<file path="src/rtl/ex_issue_stage_if.sv">
// Bundle for the EX issue stage: decode-side fields, pipeline control,
// forwarding taps and the stage outputs.
interface ex_issue_stage_if;
    // decode side
    logic        id_valid;
    logic [4:0]  id_ctrl;      // {reg_write, mem_read, mem_write, mem_to_reg, alu_src}
    logic [1:0]  id_alu_op;
    logic [5:0]  id_funct;
    logic [4:0]  id_rs;
    logic [4:0]  id_rt;
    logic [4:0]  id_dest;
    logic [31:0] id_rs_data;
    logic [31:0] id_rt_data;
    logic [31:0] id_imm;
    // pipeline control
    logic        stall;
    logic        flush;
    // forwarding taps
    logic        mem_fwd_en;
    logic [4:0]  mem_fwd_rd;
    logic [31:0] mem_fwd_data;
    logic        wb_fwd_en;
    logic [4:0]  wb_fwd_rd;
    logic [31:0] wb_fwd_data;
    // stage outputs
    logic        ex_valid;
    logic [3:0]  ex_ctrl;      // {reg_write, mem_read, mem_write, mem_to_reg}
    logic [4:0]  ex_dest;
    logic [31:0] alu_input1;
    logic [31:0] alu_input2;
    logic [3:0]  alu_sel;
    logic [31:0] ex_store_data;
    logic        hazard_stall;

    modport master (
        output id_valid, id_ctrl, id_alu_op, id_funct, id_rs, id_rt, id_dest,
               id_rs_data, id_rt_data, id_imm, stall, flush,
               mem_fwd_en, mem_fwd_rd, mem_fwd_data,
               wb_fwd_en, wb_fwd_rd, wb_fwd_data,
        input  ex_valid, ex_ctrl, ex_dest, alu_input1, alu_input2, alu_sel,
               ex_store_data, hazard_stall
    );

    modport slave (
        input  id_valid, id_ctrl, id_alu_op, id_funct, id_rs, id_rt, id_dest,
               id_rs_data, id_rt_data, id_imm, stall, flush,
               mem_fwd_en, mem_fwd_rd, mem_fwd_data,
               wb_fwd_en, wb_fwd_rd, wb_fwd_data,
        output ex_valid, ex_ctrl, ex_dest, alu_input1, alu_input2, alu_sel,
               ex_store_data, hazard_stall
    );
endinterface

</file>
<file path="src/rtl/ex_issue_stage.sv">
// EX issue stage: ID/EX pipeline register with ALU-select decode at capture,
// zero-latency MEM/WB operand forwarding and load-use hazard detection.
module ex_issue_stage (
    input  logic              clk,
    input  logic              rst_n,
    ex_issue_stage_if.slave   bus
);

    typedef struct packed {
        logic        valid;
        logic [3:0]  ctrl;     // {reg_write, mem_read, mem_write, mem_to_reg}
        logic        alu_src;
        logic [3:0]  alu_sel;
        logic [4:0]  rs;
        logic [4:0]  rt;
        logic [4:0]  dest;
        logic [31:0] rs_data;
        logic [31:0] rt_data;
        logic [31:0] imm;
    } ex_reg_t;

    ex_reg_t     ex_q, ex_d;
    logic        hazard;
    logic [31:0] fwd_a, fwd_b;

    // ALU class + funct -> ALU selection lines; unknown R-type funct falls back to add
    function automatic logic [3:0] alu_decode(input logic [1:0] op, input logic [5:0] funct);
        logic [3:0] sel;
        sel = 4'b0010;
        case (op)
            2'b00: sel = 4'b0010;
            2'b01: sel = 4'b0110;
            2'b11: sel = 4'b0001;
            default: begin
                case (funct)
                    6'b100000: sel = 4'b0010;
                    6'b100010: sel = 4'b0110;
                    6'b100100: sel = 4'b0000;
                    6'b100101: sel = 4'b0001;
                    6'b101010: sel = 4'b0111;
                    default:   sel = 4'b0010;
                endcase
            end
        endcase
        return sel;
    endfunction

    // Newest producer wins (MEM over WB); r0 is hard-wired zero so never forwards
    function automatic logic [31:0] fwd_pick(
        input logic [4:0]  src,
        input logic [31:0] reg_val,
        input logic        m_en,
        input logic [4:0]  m_rd,
        input logic [31:0] m_data,
        input logic        w_en,
        input logic [4:0]  w_rd,
        input logic [31:0] w_data
    );
        logic [31:0] val;
        val = reg_val;
        if (m_en && (m_rd != 5'd0) && (m_rd == src))
            val = m_data;
        else if (w_en && (w_rd != 5'd0) && (w_rd == src))
            val = w_data;
        return val;
    endfunction

    // Load-use hazard: a load in EX feeding the instruction sitting in decode
    always_comb begin
        hazard = ex_q.valid && ex_q.ctrl[2] && (ex_q.dest != 5'd0) &&
                 ((ex_q.dest == bus.id_rs) || (ex_q.dest == bus.id_rt)) && bus.id_valid;
    end

    // Next stage contents: flush > stall > load-use bubble > load
    always_comb begin
        ex_d = ex_q;
        if (bus.flush) begin
            ex_d.valid = 1'b0;
            ex_d.ctrl  = 4'd0;
        end else if (bus.stall) begin
            ex_d = ex_q;
        end else if (hazard) begin
            // decode holds its inputs, so the dependent op loads next edge
            ex_d.valid = 1'b0;
            ex_d.ctrl  = 4'd0;
        end else begin
            ex_d.valid   = bus.id_valid;
            ex_d.ctrl    = bus.id_valid ? bus.id_ctrl[4:1] : 4'd0;
            ex_d.alu_src = bus.id_ctrl[0];
            ex_d.alu_sel = alu_decode(bus.id_alu_op, bus.id_funct);
            ex_d.rs      = bus.id_rs;
            ex_d.rt      = bus.id_rt;
            ex_d.dest    = bus.id_dest;
            ex_d.rs_data = bus.id_rs_data;
            ex_d.rt_data = bus.id_rt_data;
            ex_d.imm     = bus.id_imm;
        end
    end

    // Stage register; reset discards whatever is held, including stalled ops
    always_ff @(posedge clk) begin
        if (!rst_n)
            ex_q <= '0;
        else
            ex_q <= ex_d;
    end

    // Operand forwarding against the registered source numbers
    always_comb begin
        fwd_a = fwd_pick(ex_q.rs, ex_q.rs_data,
                         bus.mem_fwd_en, bus.mem_fwd_rd, bus.mem_fwd_data,
                         bus.wb_fwd_en, bus.wb_fwd_rd, bus.wb_fwd_data);
        fwd_b = fwd_pick(ex_q.rt, ex_q.rt_data,
                         bus.mem_fwd_en, bus.mem_fwd_rd, bus.mem_fwd_data,
                         bus.wb_fwd_en, bus.wb_fwd_rd, bus.wb_fwd_data);
    end

    assign bus.ex_valid      = ex_q.valid;
    assign bus.ex_ctrl       = ex_q.ctrl;
    assign bus.ex_dest       = ex_q.dest;
    assign bus.alu_sel       = ex_q.alu_sel;
    assign bus.alu_input1    = fwd_a;
    assign bus.alu_input2    = ex_q.alu_src ? ex_q.imm : fwd_b;
    assign bus.ex_store_data = fwd_b;
    assign bus.hazard_stall  = hazard;

endmodule

</file>
<file path="src/flat_wrapper.sv">
// flat-port wrapper written by rule: the top's interface ports become plain ports
module ex_issue_stage_flat 
  (clk, rst_n, bus_id_valid, bus_id_ctrl, bus_id_alu_op, bus_id_funct, bus_id_rs, bus_id_rt, bus_id_dest, bus_id_rs_data, bus_id_rt_data, bus_id_imm, bus_stall, bus_flush, bus_mem_fwd_en, bus_mem_fwd_rd, bus_mem_fwd_data, bus_wb_fwd_en, bus_wb_fwd_rd, bus_wb_fwd_data, bus_ex_valid, bus_ex_ctrl, bus_ex_dest, bus_alu_input1, bus_alu_input2, bus_alu_sel, bus_ex_store_data, bus_hazard_stall);
  ex_issue_stage_if bus_i ();
  input  logic clk;
  input  logic rst_n;
  input wire logic [$bits(bus_i.id_valid)-1:0] bus_id_valid;
  input wire logic [$bits(bus_i.id_ctrl)-1:0] bus_id_ctrl;
  input wire logic [$bits(bus_i.id_alu_op)-1:0] bus_id_alu_op;
  input wire logic [$bits(bus_i.id_funct)-1:0] bus_id_funct;
  input wire logic [$bits(bus_i.id_rs)-1:0] bus_id_rs;
  input wire logic [$bits(bus_i.id_rt)-1:0] bus_id_rt;
  input wire logic [$bits(bus_i.id_dest)-1:0] bus_id_dest;
  input wire logic [$bits(bus_i.id_rs_data)-1:0] bus_id_rs_data;
  input wire logic [$bits(bus_i.id_rt_data)-1:0] bus_id_rt_data;
  input wire logic [$bits(bus_i.id_imm)-1:0] bus_id_imm;
  input wire logic [$bits(bus_i.stall)-1:0] bus_stall;
  input wire logic [$bits(bus_i.flush)-1:0] bus_flush;
  input wire logic [$bits(bus_i.mem_fwd_en)-1:0] bus_mem_fwd_en;
  input wire logic [$bits(bus_i.mem_fwd_rd)-1:0] bus_mem_fwd_rd;
  input wire logic [$bits(bus_i.mem_fwd_data)-1:0] bus_mem_fwd_data;
  input wire logic [$bits(bus_i.wb_fwd_en)-1:0] bus_wb_fwd_en;
  input wire logic [$bits(bus_i.wb_fwd_rd)-1:0] bus_wb_fwd_rd;
  input wire logic [$bits(bus_i.wb_fwd_data)-1:0] bus_wb_fwd_data;
  output wire logic [$bits(bus_i.ex_valid)-1:0] bus_ex_valid;
  output wire logic [$bits(bus_i.ex_ctrl)-1:0] bus_ex_ctrl;
  output wire logic [$bits(bus_i.ex_dest)-1:0] bus_ex_dest;
  output wire logic [$bits(bus_i.alu_input1)-1:0] bus_alu_input1;
  output wire logic [$bits(bus_i.alu_input2)-1:0] bus_alu_input2;
  output wire logic [$bits(bus_i.alu_sel)-1:0] bus_alu_sel;
  output wire logic [$bits(bus_i.ex_store_data)-1:0] bus_ex_store_data;
  output wire logic [$bits(bus_i.hazard_stall)-1:0] bus_hazard_stall;
  assign bus_i.id_valid = bus_id_valid;
  assign bus_i.id_ctrl = bus_id_ctrl;
  assign bus_i.id_alu_op = bus_id_alu_op;
  assign bus_i.id_funct = bus_id_funct;
  assign bus_i.id_rs = bus_id_rs;
  assign bus_i.id_rt = bus_id_rt;
  assign bus_i.id_dest = bus_id_dest;
  assign bus_i.id_rs_data = bus_id_rs_data;
  assign bus_i.id_rt_data = bus_id_rt_data;
  assign bus_i.id_imm = bus_id_imm;
  assign bus_i.stall = bus_stall;
  assign bus_i.flush = bus_flush;
  assign bus_i.mem_fwd_en = bus_mem_fwd_en;
  assign bus_i.mem_fwd_rd = bus_mem_fwd_rd;
  assign bus_i.mem_fwd_data = bus_mem_fwd_data;
  assign bus_i.wb_fwd_en = bus_wb_fwd_en;
  assign bus_i.wb_fwd_rd = bus_wb_fwd_rd;
  assign bus_i.wb_fwd_data = bus_wb_fwd_data;
  assign bus_ex_valid = bus_i.ex_valid;
  assign bus_ex_ctrl = bus_i.ex_ctrl;
  assign bus_ex_dest = bus_i.ex_dest;
  assign bus_alu_input1 = bus_i.alu_input1;
  assign bus_alu_input2 = bus_i.alu_input2;
  assign bus_alu_sel = bus_i.alu_sel;
  assign bus_ex_store_data = bus_i.ex_store_data;
  assign bus_hazard_stall = bus_i.hazard_stall;
  ex_issue_stage u_core (.clk(clk), .rst_n(rst_n), .bus(bus_i));
endmodule
</file>
<file path="config.mk">
export PLATFORM = sky130hd
export DESIGN_NAME = ex_issue_stage_flat
export DESIGN_NICKNAME = d
export VERILOG_FILES = /design/src/rtl/ex_issue_stage_if.sv /design/src/rtl/ex_issue_stage.sv /design/src/flat_wrapper.sv
export SDC_FILE = /design/constraint.sdc
export NUM_CORES = 1
export LEC_CHECK = 0
export ABC_CLOCK_PERIOD_IN_PS = 2700
export CORE_UTILIZATION = 39
export DETAILED_ROUTE_END_ITERATION = 12
export PLACE_DENSITY_LB_ADDON = 0.3
export SLEW_MARGIN = 20
export SYNTH_ARGS = -nofsm -noshare
export SYNTH_HDL_FRONTEND = slang
export SYNTH_SLANG_ARGS = --single-unit
</file>
<file path="constraint.sdc">
create_clock -name clk -period 2.7 [get_ports clk]
set_clock_uncertainty 0.2 [all_clocks]
set_input_delay 0.54 -clock clk [delete_from_list [all_inputs] [get_ports clk]]
set_output_delay 0.54 -clock clk [all_outputs]
set_load 0.01 [all_outputs]
</file>
==> flow_summary.json <==
{
  "status": "finished with violations",
  "violations": "setup timing",
  "cp_max_fo": 8,
  "wl_per_cell_um": 19.10,
  "async_flop_share_pct": 0,
  "num_vias": 8285,
  "portBuffers": 314,
  "setup.worst_path.class": "reg2out",
  "final_cell_area_um2": 13000,
  "fill_cells": 1384,
  "placed_cell_area_um2": 11470,
  "period_needed_ns": 3.199,
  "firstDrtPassIters": 5,
  "fmax_mhz": 312.6,
  "die_width_um": 137.4,
  "htreeDepth": 4,
  "grt_util_met3_pct": 7.101,
  "die-area_um2": 18890,
  "clk_pin_slew_ns": 0.06,
  "busiest_layer": "met2",
  "worst_pin_slew_ns": 0.5697,
  "setup_viol": 96,
  "hold_class": "reg2reg",
  "yosys_warnings": 0,
  "die_y_um": 137.4,
  "clockRootBuffer": "clkbuf_16",
  "final.setup.worst_slack_ns": -0.4986,
  "rsz0062_at_grt": "yes",
  "core_region_area_um2": 17960,
  "syn_area_um2": 7154,
  "vias_per_cell": 5.311,
  "ys_seq_elements": 120,
  "gp_congestion": 0.8785,
  "grt_overflow_total": 0,
  "grt_pass1_vias": 8277,
  "maxSlewViolCount": 0,
  "crit_arrival_ns": 2.46,
  "grt_first_pass_wirelength_mm": 43.78,
  "cp-start-kind": "flip-flop",
  "grt_use_met1_pct": 35.08,
  "total_power_mw": 5.673,
  "timing.final.crit_share_pct": 118.5,
  "pin_count": 316,
  "numCtsBuffers": 17,
  "drive_gt1_share_pct": 31.23,
  "synthCells": 924,
  "drv_cap": 0,
  "cts_tree": "done",
  "rows": 49,
  "power-per-cell-area_nw_per_um2": 436.3,
  "cp.required_ns": 1.96,
  "drcViolationCount": 0,
  "clk_latency_ns": 0.41,
  "maxSlewHeadroom_pct": 62.02,
  "syn_avg_cell_area_um2": 7.743,
  "peakVddDrop_uv": 430.8,
  "postRouteAntennaNets": 0,
  "wl_mm": 29.80,
  "seq_area_frac_synth_pct": 33.58,
  "syn2layout_area_growth_pct": 81.76,
  "synth_nets": 1129,
  "worst_setup_path_end_kind": "primary output",
  "hold_viol_final": 0,
  "netlist-cell-type-count": 38,
  "grt_max_degree": 71,
  "initial_core_util_pct": 39.83,
  "grt_use_met2_pct": 53.85,
  "cts.sinks": 120,
  "p_leak_nw": 5.832,
  "grt_antenna_before_repair": 2,
  "nets": 1522,
  "postCtsHoldBufs": 0,
  "synth-main-ff-cell": "dfxtp_1",
  "drt_iter0_markers": 373,
  "dp_hpwl_mm": 18.46,
  "track_usage_pct": 30.89,
  "max-clock-path-buffers": 2,
  "synth_edf_count": 0
}
==> timing repair <==
action,in CTS,in global routing
resized for setup,555,60
pin swaps,62,57
gates cloned,12,0
setup endpoints to repair,97,97
setup buffers,32,33
==> Yosys cell counts, types with 2 or more instances <==
cell      number  area share (%)
xor2_1        20             2.4
nor4b_1        2            0.24
o31ai_1       32             3.4
dfxtp_1      120              34
buf_2         13            0.91
a21oi_1        7            0.49
nor2_1        72             3.8
o211a_1        2            0.28
xnor2_1       10             1.2
nand2_1      294              15
buf_6          7             1.1
o21a_1         2            0.21
and2_1        32             2.8
a221oi_1      32             3.9
buf_4         13             1.4
inv_1          5            0.26
o21ai_0       33             2.3
o211ai_1       5            0.52
nand2b_1       2            0.17
clkbuf_1      52             2.7
a211oi_1       2            0.21
nor3_1         4            0.28
mux2i_1      145              20
o21ai_1        2            0.14
nand3_1        2            0.14
or4_1          2            0.21
==> cell families after synthesis <==
| kind of cell | share of synthesized area (%) |
|---|---|
| buffers and inverters | 6.366 |
| muxes | 20.29 |
| and+or+nand+nor | 24.13 |
| other | 0.05242 |
| AOI/OAI and AO/OA | 11.91 |
| xor gates and xnor gates | 3.673 |
| DFF | 33.58 |
==> flip-flops by register name, indices dropped and copies added, names as in the netlist <==
signal / cells
u_core.ex_q: 107
u_core.bus.alu_sel: 3
u_core.bus.ex_dest: 5
u_core.bus.ex_ctrl: 4
u_core.bus.ex_valid: 1
==> critical path, stage by stage (launching register included) <==
cell	delay [ns]
dfxtp_2	0.33
xnor2_1	0.16
nand4_1	0.19
or3b_4	0.51
buf_12	0.20
a221oi_4	0.30
buf_4	0.15
o31ai_2	0.05
buf_2	0.15
==> area by class of cell <==
class	instances	area (um^2)	area share, %
clock inverters	6	85.08	0.6543
well taps	229	286.5	2.203
diodes	2	5.005	0.03849
flip-flops and latches	120	2414	18.56
repair buffers	459	4360	33.53
clock buffers	25	526.8	4.051
multi-input cells	714	5308	40.82
inverters	5	18.77	0.1443
==> metrics by stage <==
stage	hold slack [ns]	TNS, ns	setup WS, ns	util, %	cells
floorplan	0.2283	-5.046	-0.06786	-	924
global placement	0.2441	-118.65	-1.220	63.87	1459
detailed placement	0.2491	-123.57	-1.235	63.87	1459
CTS	0.2589	-39.39	-0.5407	70.69	1533
global route	0.2703	-43.76	-0.5902	72.38	1559
finish	0.2506	-36.62	-0.4986	72.39	1560
==> report_power, final <==
part	switching, mW	internal, mW	leakage [nW]
clock network	0.827	1.53	0.297
logic	0.613	0.764	4.55
registers	0.0757	1.86	0.985
total	1.52	4.16	5.83
==> routing by layer <==
| metal | vias to the layer above | share of wire (%) |
|---|---|---|
| met5 | - | 0.044 |
| li1 | 3913 | - |
| met1 | 3910 | 39 |
| met2 | 373 | 50 |
| met3 | 87 | 7.9 |
| met4 | 2 | 3.4 |
==> worst paths after layout <==
path	startpoint	end	slack [ns]	depth (start not counted)
max reg2reg	u_core.bus.ex_dest[3]$_SDFFE_PN0P_	u_core.ex_q[56]$_SDFFE_PN0P_	0.37	9
max	u_core.ex_q[103]$_SDFFE_PN0P_	bus_alu_input2[29]	-0.50	8
min reg2reg	u_core.bus.alu_sel[2]$_SDFFE_PN0P_	u_core.bus.alu_sel[2]$_SDFFE_PN0P_	0.25	2
min	u_core.bus.alu_sel[2]$_SDFFE_PN0P_	u_core.bus.alu_sel[2]$_SDFFE_PN0P_	0.25	2
==> cell usage in the layout, fill, tap and decap left out, drive strengths merged, types with 3 or more instances in the layout <==
master	instances
or4	3
a21oi	7
xnor2	10
clkbuf	26
inv	5
nand2	294
mux2i	145
and2	32
o31ai	32
clkdlybuf4s50	205
buf	250
nor2	72
a221oi	32
nor3	4
xor2	20
o21ai	35
o211ai	6
dfxtp	120
(Power assumes the default switching activity.)
